File: src/rtl/pll_ctrl_pkg.sv
// pll_ctrl_pkg
//   Shared definitions for the PLL lock controller: the FSM state encoding
//   (also exported on ctrl_state, so the numeric values are fixed) and a
//   helper that sizes the shared cycle counter from the timing parameters.
package pll_ctrl_pkg;

  localparam int STATE_W = 3;

  typedef enum logic [STATE_W-1:0] {
    ST_RESET     = 3'd0,
    ST_WAIT_LOCK = 3'd1,
    ST_STABLE    = 3'd2,
    ST_RUN       = 3'd3,
    ST_FAIL      = 3'd4
  } pll_state_t;

  // Wide enough to hold the largest of the three cycle limits, plus one
  // bit of headroom.
  function automatic int cnt_width(input int a, input int b, input int c);
    int m;
    m = a;
    if (b > m) m = b;
    if (c > m) m = c;
    return $clog2(m) + 1;
  endfunction

endpackage

File: src/rtl/sync_2ff.sv
// sync_2ff
//   Generic two-flop synchroniser for bringing asynchronous level signals
//   into the clk domain. Both stages clear to 0 on reset.
//
// Ports
//   clk    destination clock
//   rst_n  asynchronous active-low reset
//   d      asynchronous input
//   q      synchronised output (two clk cycles of latency)
module sync_2ff #(
  parameter int WIDTH = 1
) (
  input  logic             clk,
  input  logic             rst_n,
  input  logic [WIDTH-1:0] d,
  output logic [WIDTH-1:0] q
);

  logic [WIDTH-1:0] meta;

  // First stage may go metastable; only the second stage is used downstream.
  always_ff @(posedge clk or negedge rst_n) begin
    if (!rst_n) begin
      meta <= '0;
      q    <= '0;
    end else begin
      meta <= d;
      q    <= meta;
    end
  end

endmodule

File: src/rtl/pll_lock_ctrl.sv
// pll_lock_ctrl
//   Brings the system PLL from power-up to a usable state. Holds the PLL in
//   reset, waits for a synchronised lock, requires lock to hold for a
//   stable period, then releases the downstream reset. Loss of lock or a
//   lock timeout re-resets the PLL; too many consecutive failures park the
//   controller in FAIL until restart or sys_rst_n.
//
// Ports
//   sys_clk     50 MHz system clock
//   sys_rst_n   asynchronous active-low reset
//   pll_locked  PLL locked flag, asynchronous to sys_clk
//   restart     single-cycle request to re-run the sequence from RESET
//   pll_areset  active-high PLL reset (registered)
//   pll_rst_n   active-low reset for PLL-clocked logic (registered)
//   ctrl_state  current FSM state
//   retry_cnt   failed attempts since last RUN or reset (saturating)
//   pll_fail    sticky failure flag
module pll_lock_ctrl
  import pll_ctrl_pkg::*;
#(
  parameter int RST_CYCLES    = 10,
  parameter int LOCK_TIMEOUT  = 50000,
  parameter int STABLE_CYCLES = 1000,
  parameter int MAX_RETRY     = 3
) (
  input  logic               sys_clk,
  input  logic               sys_rst_n,
  input  logic               pll_locked,
  input  logic               restart,
  output logic               pll_areset,
  output logic               pll_rst_n,
  output logic [STATE_W-1:0] ctrl_state,
  output logic [1:0]         retry_cnt,
  output logic               pll_fail
);

  localparam int CNT_W = cnt_width(RST_CYCLES, LOCK_TIMEOUT, STABLE_CYCLES);

  // The counter starts at 0 on state entry, so "N cycles spent" is reached
  // when the counter shows N-1 during the last of those cycles.
  localparam logic [CNT_W-1:0] RST_LAST     = CNT_W'(RST_CYCLES - 1);
  localparam logic [CNT_W-1:0] TIMEOUT_LAST = CNT_W'(LOCK_TIMEOUT - 1);
  localparam logic [CNT_W-1:0] STABLE_LAST  = CNT_W'(STABLE_CYCLES - 1);
  localparam logic [1:0]       RETRY_MAX    = 2'(MAX_RETRY);

  pll_state_t       state;
  pll_state_t       next_state;
  logic [CNT_W-1:0] cnt;
  logic             lock_s;
  logic             retry_event;
  logic [1:0]       retry_inc;

  sync_2ff #(.WIDTH(1)) u_lock_sync (
    .clk   (sys_clk),
    .rst_n (sys_rst_n),
    .d     (pll_locked),
    .q     (lock_s)
  );

  assign ctrl_state = state;

  // Next-state decision. Lock is tested before the timeout in WAIT_LOCK so
  // a lock arriving on the timeout cycle still wins. A retry event picks
  // RESET or FAIL from the post-increment count, and restart overrides
  // everything.
  always_comb begin
    next_state  = state;
    retry_event = 1'b0;
    case (state)
      ST_RESET: begin
        if (cnt == RST_LAST) next_state = ST_WAIT_LOCK;
      end
      ST_WAIT_LOCK: begin
        if (lock_s)                   next_state  = ST_STABLE;
        else if (cnt == TIMEOUT_LAST) retry_event = 1'b1;
      end
      ST_STABLE: begin
        if (!lock_s)                 retry_event = 1'b1;
        else if (cnt == STABLE_LAST) next_state  = ST_RUN;
      end
      ST_RUN: begin
        if (!lock_s) retry_event = 1'b1;
      end
      ST_FAIL: begin
        next_state = ST_FAIL;
      end
      default: begin
        next_state = ST_RESET;
      end
    endcase

    retry_inc = (retry_cnt == RETRY_MAX) ? retry_cnt : retry_cnt + 2'd1;
    if (retry_event) next_state = (retry_inc == RETRY_MAX) ? ST_FAIL : ST_RESET;
    if (restart)     next_state = ST_RESET;
  end

  // State register.
  always_ff @(posedge sys_clk or negedge sys_rst_n) begin
    if (!sys_rst_n) state <= ST_RESET;
    else            state <= next_state;
  end

  // Counter, retry bookkeeping and outputs. Outputs are decoded from
  // next_state and registered so they line up with the state register and
  // never glitch. The counter idles at 0 in RUN and FAIL, which have no
  // time limit; a restart counts as a transition even from RESET.
  always_ff @(posedge sys_clk or negedge sys_rst_n) begin
    if (!sys_rst_n) begin
      cnt        <= '0;
      retry_cnt  <= '0;
      pll_areset <= 1'b1;
      pll_rst_n  <= 1'b0;
      pll_fail   <= 1'b0;
    end else begin
      if (restart || (next_state != state) || (state == ST_RUN) || (state == ST_FAIL))
        cnt <= '0;
      else
        cnt <= cnt + CNT_W'(1);

      if (restart)
        retry_cnt <= '0;
      else if ((next_state == ST_RUN) && (state != ST_RUN))
        retry_cnt <= '0;
      else if (retry_event)
        retry_cnt <= retry_inc;

      pll_areset <= (next_state == ST_RESET) || (next_state == ST_FAIL);
      pll_rst_n  <= (next_state == ST_RUN);
      pll_fail   <= (next_state == ST_FAIL);
    end
  end

endmodule

File: config.mk
export PLATFORM = sky130hd
export DESIGN_NAME = pll_lock_ctrl
export DESIGN_NICKNAME = d
export VERILOG_FILES = /design/src/rtl/pll_ctrl_pkg.sv /design/src/rtl/sync_2ff.sv /design/src/rtl/pll_lock_ctrl.sv
export SDC_FILE = /design/constraint.sdc
export NUM_CORES = 1
export LEC_CHECK = 0
export ABC_CLOCK_PERIOD_IN_PS = 3100
export CAP_MARGIN = 20
export CORE_MARGIN = 2
export CORE_UTILIZATION = 55
export CTS_CLUSTER_DIAMETER = 100
export DETAILED_ROUTE_END_ITERATION = 6
export GPL_ROUTABILITY_DRIVEN = 0
export GPL_TIMING_DRIVEN = 0
export PLACE_DENSITY = 0.8
export SYNTH_ARGS = -nofsm -noshare
export SYNTH_HDL_FRONTEND = slang
export SYNTH_SLANG_ARGS = --single-unit
File: constraint.sdc
create_clock -name sys_clk -period 3.1 [get_ports sys_clk]
set_clock_uncertainty 0.2 [all_clocks]
set_input_delay 0.775 -clock sys_clk [delete_from_list [all_inputs] [get_ports sys_clk]]
set_output_delay 0.775 -clock sys_clk [all_outputs]
set_load 0.02 [all_outputs]
* Yosys cells after proc, flatten, opt, wreduce, memory -nomap -nowiden
Index checks and enable logic that the tools add are counted.
Word-level totals: register bits 27, latch bits 0, memory bits (writable) 0, ROM bits 0, input port bits 4, memories kept 0
Operators by class: $add $sub $neg 2, $mul 0, divide/modulo/power cells 0, order comparisons 0, eq/ne operators 13, shift operators 0, multiplexer cells 17, bitwise gates (word level) 0, reduce and logical (&&, ||, !) cells 9
Operators by type and width (number):
- $mux W3 | 7
- $add A17 B1 Y17 const B | 1
- $eq A17 B10 Y1 const B | 1
- $eq A17 B16 Y1 const B | 1
- $eq A17 B4 Y1 const B | 1
- $mux W17 | 1
- $pmux W3 S5 | 1
- $eq A3 B2 Y1 const B | 3
- $mux W2 | 4
- $eq A3 B3 Y1 const B | 2
- $logic_not A3 Y1 | 2
- $eq A2 B2 Y1 const B | 2
- $logic_or A1 B1 Y1 | 4
- $eq A3 B1 Y1 const B | 1
- $mux W1 | 3
- $ne A3 B2 Y1 const B | 1
- $ne A3 B3 Y1 | 1
- $reduce_bool A3 Y1 | 1
- $add A2 B1 Y2 const B | 1
- $pmux W1 S2 | 1
- $reduce_or A2 Y1 | 1
- $logic_and A1 B1 Y1 | 1

* Logic depth before layout (Yosys ltp)
Gate-level depths: netlist of run 1.
depth after elaboration 11, mapped depth 7, mapped depth without buffers 7

* By module
A second synthesis of run 1 with hierarchy kept.
Second synthesis, totals: cell total of the unflattened synthesis 140, area, all modules 1450.1 um2
Modules (own cells, without submodules):
- pll_lock_ctrl | times used 1, cells an instance 138, area each 1400.1 um2
- sync_2ff | times used 1, cells an instance 2, area each 50.0 um2

* Least setup slack after synthesis of run 1
No wires, ideal clock.
path type register -> register, start point register cnt[10], end point register retry_cnt[0], setup time 0.129 ns, data arrival time 1.853 ns, required time 2.771 ns, path slack 0.917 ns, cell stages (with the launch flop) 6, clock period less this slack 2.183 ns, cell sequence dfrtp_1 > or4_4 > or4_1 > a21o_1 > o21ba_1 > nor3b_1
Between the ends: longest elaborated chain between the ends 10
Ends and longest elaborated chain:
- from (decl) | line pll_lock_ctrl.sv:48 | logic [CNT_W-1:0] cnt;
- from (signal assigned) | line pll_lock_ctrl.sv:118 | cnt <= cnt + CNT_W'(1);
- $eq A17 B10 Y1 / $eq A17 B16 Y1 (equally long branches) | line pll_lock_ctrl.sv:79, pll_lock_ctrl.sv:75
- $mux W3 / $mux W1 (equally long branches) | line pll_lock_ctrl.sv:79, pll_lock_ctrl.sv:75
- $mux W3 / $mux W1 (equally long branches) | line pll_lock_ctrl.sv:78, pll_lock_ctrl.sv:74
- $pmux W3 S5 / $pmux W1 S2 (equally long branches) | line pll_lock_ctrl.sv:69 | case (state)
- $mux W3 | line pll_lock_ctrl.sv:93 | if (retry_event) next_state = (retry_inc == RETRY_MAX) ? ST_FAIL : ST_RESET;
- $mux W3 | line pll_lock_ctrl.sv:94 | if (restart) next_state = ST_RESET;
- $eq A3 B2 Y1 | line pll_lock_ctrl.sv:122 | else if ((next_state == ST_RUN) && (state != ST_RUN))
- $logic_and A1 B1 Y1 | line pll_lock_ctrl.sv:122
- $mux W2 | line pll_lock_ctrl.sv:122
- $mux W2 | line pll_lock_ctrl.sv:120 | if (restart)
- to (signal assigned) | line pll_lock_ctrl.sv:125 | retry_cnt <= retry_inc;
- to (decl) | line pll_lock_ctrl.sv:33 | output logic [1:0] retry_cnt,
Several ways; a longest one is shown, not always the timed one. A chain may end at the register's enable or synchronous reset.

* Worst setup path in the final report of run 1
start point register cnt[0], end point register cnt[14]
Between the ends: longest elaborated chain between the ends 11
Ends and longest elaborated chain:
- $eq A17 B10 Y1 / $eq A17 B16 Y1 (equally long branches) | line pll_lock_ctrl.sv:79, pll_lock_ctrl.sv:75
- $mux W3 / $mux W1 (equally long branches) | line pll_lock_ctrl.sv:79, pll_lock_ctrl.sv:75
- $mux W3 / $mux W1 (equally long branches) | line pll_lock_ctrl.sv:78, pll_lock_ctrl.sv:74
- $pmux W3 S5 / $pmux W1 S2 (equally long branches) | line pll_lock_ctrl.sv:69
- $mux W3 | line pll_lock_ctrl.sv:93
- $mux W3 | line pll_lock_ctrl.sv:94
- $ne A3 B3 Y1 | line pll_lock_ctrl.sv:115 | if (restart || (next_state != state) || (state == ST_RUN) || (state == ST_FAIL))
- $logic_or A1 B1 Y1 (3 in a row) | line pll_lock_ctrl.sv:115
- $mux W17 * | line pll_lock_ctrl.sv:115
Mark *: on every way between the ends. The rest lies on a longest branch, timed or not.

==> flow_metrics.env, run 1 <==
export IMPL_outcome="finished clean"
export IMPL_cts_path_max_buffers=2
export IMPL_crit_fanout=6
export IMPL_finalSetupViolations=0
export IMPL_design_area_mm2=0.00157
export IMPL_regArea_um2=677
export IMPL_clk_latency_ps=330
export IMPL_yosys_cell_types_count=36
export IMPL_fp_dieArea_mm2=0.00290
export IMPL_dpl_cell_count=179
export IMPL_drc=0
export IMPL_area_growth_pct=14.7
export IMPL_post_cts_setup_buffers=0
export IMPL_p_per_area_mw_per_mm2=352
export IMPL_period_needed_ps=2550
export IMPL_synth_main_ff_cell="dfrtp_1"
export IMPL_cap_violations=0
export IMPL_synth_nets=143
export IMPL_ys_ff_latch=27
export IMPL_fin_cells=183
export IMPL_cts_htree_levels=1
export IMPL_place_area_mm2=0.00154
export IMPL_initial_utilization=0.568
export IMPL_syn_cell_area_mm2=0.00137
export IMPL_fillers=193
export IMPL_synth_most_common_cell="dfrtp_1"
export IMPL_post_route_period_util=0.823
export IMPL_slowest_delay_ps=620
export IMPL_rsz0062_at_grt="no"
export IMPL_synthArstFlopShare=1.00
export IMPL_fmax_mhz=392
export IMPL_drt_antenna_violating_nets=0
export IMPL_routed_wl_um=2900
export IMPL_peakVddDrop_mv=0.337
export IMPL_synthTopCellsByArea="dfrtp_1 (48%), nor2_1 (5.8%), xnor2_1 (5.8%)"
export IMPL_hold_path_class="flip-flop to flip-flop"
export IMPL_slowest_stage="nor4_1"
export IMPL_finalHoldViolCount=0
export IMPL_pin_count=12
export IMPL_synth_seq_area_share=0.495
export IMPL_grt_usage=0.223
export IMPL_antenna_found_initial=0
export IMPL_dr_pass1_iters=4
export IMPL_drt_iter0_markers=36
export IMPL_viasPerCell=6.16
export IMPL_via_count=1127
export IMPL_grt_pass1_vias=1026
export IMPL_worstPathCellList="ha_1, nand3_1, nor4_1, a221oi_1, o211ai_1, nor2_1"
export IMPL_die_y_um=53.9
export IMPL_grt_max_degree=17
export IMPL_synthTopCellsByCount="dfrtp_1 (26), nor2_1 (21), xnor2_1 (9)"
export IMPL_avgSynthCellArea_um2=9.99
export IMPL_r2r_slack_ps=550
export IMPL_antennaDiodeCount=0
export IMPL_cts_tree="done"
export IMPL_slew_headroom=0.565
export IMPL_cts_resized=0
export IMPL_required_ps=3110
export IMPL_critPathKind="flip-flop to flip-flop"
export IMPL_cts_sinks=27
export IMPL_core_area_mm2=0.00241
export IMPL_clk_pin_slew_worst_paths_ps=140
export IMPL_syn_inst=137
export IMPL_rows=18
export IMPL_endpoint_kind="flip-flop"
export IMPL_leakagePower_nw=0.632
export IMPL_nets=160
export IMPL_drv_slew=0
export IMPL_cp_arrival_ps=2570
export IMPL_grt_pass1_wl_um=4630
export IMPL_dp_hpwl_um=2230
export IMPL_start_kind="flip-flop"
export IMPL_netlist_area_leader_share=0.475
export IMPL_yosys_warnings=0
export IMPL_io_buffers=11
export IMPL_cts_hold_buffers=0
export IMPL_cts_buffers=3
export IMPL_worst_pin_slew_ps=647
export IMPL_drive_gt1_frac=0.0523
export IMPL_setup_tns_ps=0
export IMPL_fp_dieW_um=53.9
export IMPL_wl_per_cell_um=15.8
export IMPL_synth_edff_count=0
export IMPL_synth_largest_area_cell="dfrtp_1"
export IMPL_root_buffer="clkbuf_4"
export IMPL_grt_ovfl_total=0
export IMPL_multiInputGateArea_um2=666
[power breakdown]
| part | leakage, nW | switching [mW] | internal, mW | total, mW |
|---|---|---|---|---|
| logic | 0.250 | 0.0204 | 0.0149 | 0.0352 |
| clock network | 0.0150 | 0.103 | 0.0505 | 0.154 |
| registers | 0.367 | 0.00601 | 0.357 | 0.363 |
| total | 0.632 | 0.130 | 0.422 | 0.552 |
[worst max-delay path, delay by kind of cell (launching register included)]
kind            cells  cell delay, ps
flops               1             440
compound gates      2             610
fa+ha+maj           1             220
simple gates        3             970
[layout make-up]
| cell class | count | area share |
|---|---|---|
| clock buffers | 4 | 0.0167 |
| inverters | 6 | 0.0143 |
| well taps | 30 | 0.0239 |
| plain buffers | 1 | 0.00239 |
| repair buffers | 12 | 0.0876 |
| flip-flops and latches | 27 | 0.431 |
| multi-input cells | 103 | 0.424 |
[placed cells by master, fill, tap and decap left out, types with 5 or more instances in the layout]
cell type	instances
dfrtp_1	26
nor2_1	21
clkdlybuf4s50_1	11
xnor2_1	9
nand2_1	8
inv_1	6
nor4_1	6
nor3_1	6
nand3_1	6
xor2_1	6
nand4_1	5
[path summary, 6_finish.rpt]
path	cells past startpoint	endpoint	from
worst max-delay path	6	cnt[14]	cnt[0]
worst min-delay path	0	u_lock_sync.q	u_lock_sync.meta
worst max register to register	6	cnt[14]	cnt[0]
worst min register to register	0	u_lock_sync.q	u_lock_sync.meta
max in group asynchronous	2	u_lock_sync.meta	sys_rst_n
min in group asynchronous	1	cnt[12]	sys_rst_n
[kinds of logic (layout without fill, tap and decap cells)]
logic type,after synthesis,in the layout,synth area share
AO/OA/AOI/OAI,17,17,0.0987
adder cells (fa/ha/maj),2,2,0.0183
buffers and inverters,7,23,0.0192
XOR/XNOR,15,15,0.0960
AND/OR/NAND/NOR,69,69,0.273
flip-flops,27,27,0.495
[per-layer routing]
metal | vias to the layer above | track usage | wire length, um
li1 | 529 | - | -
met1 | 564 | 0.284 | 1270
met2 | 26 | 0.384 | 1490
met3 | 8 | 0.0278 | 88
met4 | 0 | 0.0812 | 47
met5 | - | 0 | 0
[sequential cells by signal, indices dropped and copies added, names as in the netlist]
name,flops
pll_rst_n,1
cnt,17
retry_cnt,2
pll_areset,1
u_lock_sync.q,1
u_lock_sync.meta,1
pll_fail,1
ctrl_state,3
[stage by stage]
stage	worst slack, ps	hold slack (ps)	power [mW]	utilization
3_3_place_gp	540	140	0.399	0.629
4_1_cts	605	175	0.554	0.652
6_report	548	184	0.552	0.652
2_1_floorplan	917	131	0.384	-
5_1_grt	316	196	0.574	0.652
3_5_place_dp	551	153	0.406	0.641
Power figures use the tool's default switching activity.
==> inputs of run 2 (changes only) <==
Settings changed: ABC_CLOCK_PERIOD_IN_PS 3100 to 2100, CORE_UTILIZATION 55 to 50, PLACE_DENSITY 0.8 to 0.76.
Clock period 3.1 ns to 2.1 ns, I/O delays scaled along.
==> flow_metrics.env, run 2 (synthesis results as in run 1) <==
export IMPL_fillers=215
export IMPL_cts_buffers=3
export IMPL_antennaDiodeCount=0
export IMPL_final_common_cell="dfrtp_1"
export IMPL_drc=0
export IMPL_hold_depth=0
export IMPL_fin_cells=185
export IMPL_cts_sinks=27
export IMPL_antenna_found_initial=0
export IMPL_setup_tns_ps=-1600
export IMPL_area_growth_pct=20.7
export IMPL_clk_pin_slew_worst_paths_ps=150
export IMPL_max_flop_register="cnt"
export IMPL_io_buffers=11
export IMPL_dpl_cell_count=179
export IMPL_finalHoldViolCount=0
export IMPL_min_to="u_lock_sync.q"
export IMPL_rows=18
export IMPL_peakVddDrop_mv=0.542
export IMPL_hold_path_class="flip-flop to flip-flop"
export IMPL_final_cell_mix="dfrtp_1 (24), nor2_1 (20), xnor2_1 (9), nand2_1 (8)"
export IMPL_drt_antenna_violating_nets=0
export IMPL_required_ps=2120
export IMPL_slew_headroom=0.609
export IMPL_dr_pass1_iters=4
export IMPL_leakagePower_nw=0.710
export IMPL_drv_slew=0
export IMPL_fp_dieW_um=56.3
export IMPL_fin_ws_ps=-170
export IMPL_worst_pin_slew_ps=582
export IMPL_cts_htree_levels=1
export IMPL_drive_gt1_frac=0.135
export IMPL_cts_hold_buffers=0
export IMPL_violations="setup timing"
export IMPL_grt_ovfl_total=0
export IMPL_grt_usage=0.183
export IMPL_finalSetupViolations=16
export IMPL_outcome="complete, but fails checks"
export IMPL_r2r_slack_ps=-170
export IMPL_hold_ws_ps=209
export IMPL_cp_arrival_ps=2290
export IMPL_post_route_period_util=1.08
export IMPL_viasPerCell=6.02
export IMPL_fmax_mhz=441
export IMPL_dp_hpwl_um=2070
export IMPL_ff2ff_path_depth=5
export IMPL_grt_max_degree=20
export IMPL_routed_wl_um=2780
export IMPL_cap_violations=0
export IMPL_drt_iter0_markers=29
export IMPL_p_total_uw=828
export IMPL_via_count=1113
export IMPL_wl_per_cell_um=15.0
export IMPL_grt_pass1_wl_um=4620
export IMPL_cts_tree="done"
export IMPL_initial_utilization=0.538
export IMPL_root_buffer="clkbuf_4"
export IMPL_r2r_end="retry_cnt[0]"
export IMPL_pin_count=12
export IMPL_min_from="u_lock_sync.meta"
export IMPL_clk_latency_ps=330
export IMPL_die_y_um=56.3
export IMPL_fp_dieArea_mm2=0.00317
export IMPL_p_per_area_mw_per_mm2=501
export IMPL_grt_pass1_vias=1000
export IMPL_critPathKind="flip-flop to flip-flop"
export IMPL_period_needed_ps=2270
export IMPL_cts_path_max_buffers=2
export IMPL_r2r_start="cnt[12]"
export IMPL_rsz0062_at_grt="yes"
export IMPL_endpoint_kind="flip-flop"
export IMPL_largest_reg_flops=17
export IMPL_core_area_mm2=0.00254
export IMPL_nets=162
export IMPL_crit_fanout=4
export IMPL_start_kind="flip-flop"
[run 2: cell types whose count changed in the layout (fill, tap and decap cells not counted), moves of 2 or more]
cell,change
buf_4,+3
clkbuf_1,-2
clkdlybuf4s50_1,-6
dfrtp_1,-2
dfrtp_2,+2
dlygate4sd2_1,+5
nor4_1,-2
[run 2: metal layers]
layer,vias up,part of all wire,global-route usage
met3,2,0.046,0.0507
li1,534,-,-
met5,-,0,0
met1,550,0.45,0.251
met4,0,0.0050,0.0340
met2,27,0.50,0.292
[run 2: timing repair]
item	in CTS	in global routing
gates resized for setup	13	5
pin swaps	4	4
setup buffers	3	0
endpoints found under the setup margin	24	23
[run 2: worst max path at each step]
stage / from / to / slack, ps
after floorplan: cnt[12] / cnt[1] / -50
after global placement: restart / retry_cnt[0] / -230
after detailed placement: cnt[0] / retry_cnt[0] / -280
after CTS: cnt[12] / retry_cnt[0] / -140
after global routing: cnt[11] / retry_cnt[0] / -220
final: cnt[12] / retry_cnt[0] / -170
[run 2: area by class of cell]
cell class                      count  area [um2]  share of cell area
Clock buffer                        3        22.5              0.0136
Clock inverter                      1        8.76             0.00530
Inverter                            6        22.5              0.0136
Multi-Input combinational cell    103         726               0.439
Sequential cell                    27         679               0.411
Tap cell                           30        37.5              0.0227
Timing Repair Buffer               15         156              0.0946
[run 2: where the power goes]
part / internal (mW) / total [mW] / switching (mW)
registers: 0.527 / 0.537 / 0.00999
clock network: 0.0777 / 0.236 / 0.158
logic: 0.0237 / 0.0547 / 0.0310
total: 0.629 / 0.828 / 0.199
[run 2: critical path: stages (launching register included)]
cell and delay, ps:
dfrtp_1 410, or4_4 580, or4_4 440, a21o_4 220
o21ba_1 180, nor3b_1 140
[run 2: per-stage QoR]
step | util | setup slack, ps | cell area, um2
floorplan | - | -49.2 | 1370
global placement | 0.596 | -232 | 1520
detailed placement | 0.607 | -284 | 1540
CTS | 0.642 | -143 | 1630
global route | 0.649 | -219 | 1650
finish | 0.649 | -170 | 1650
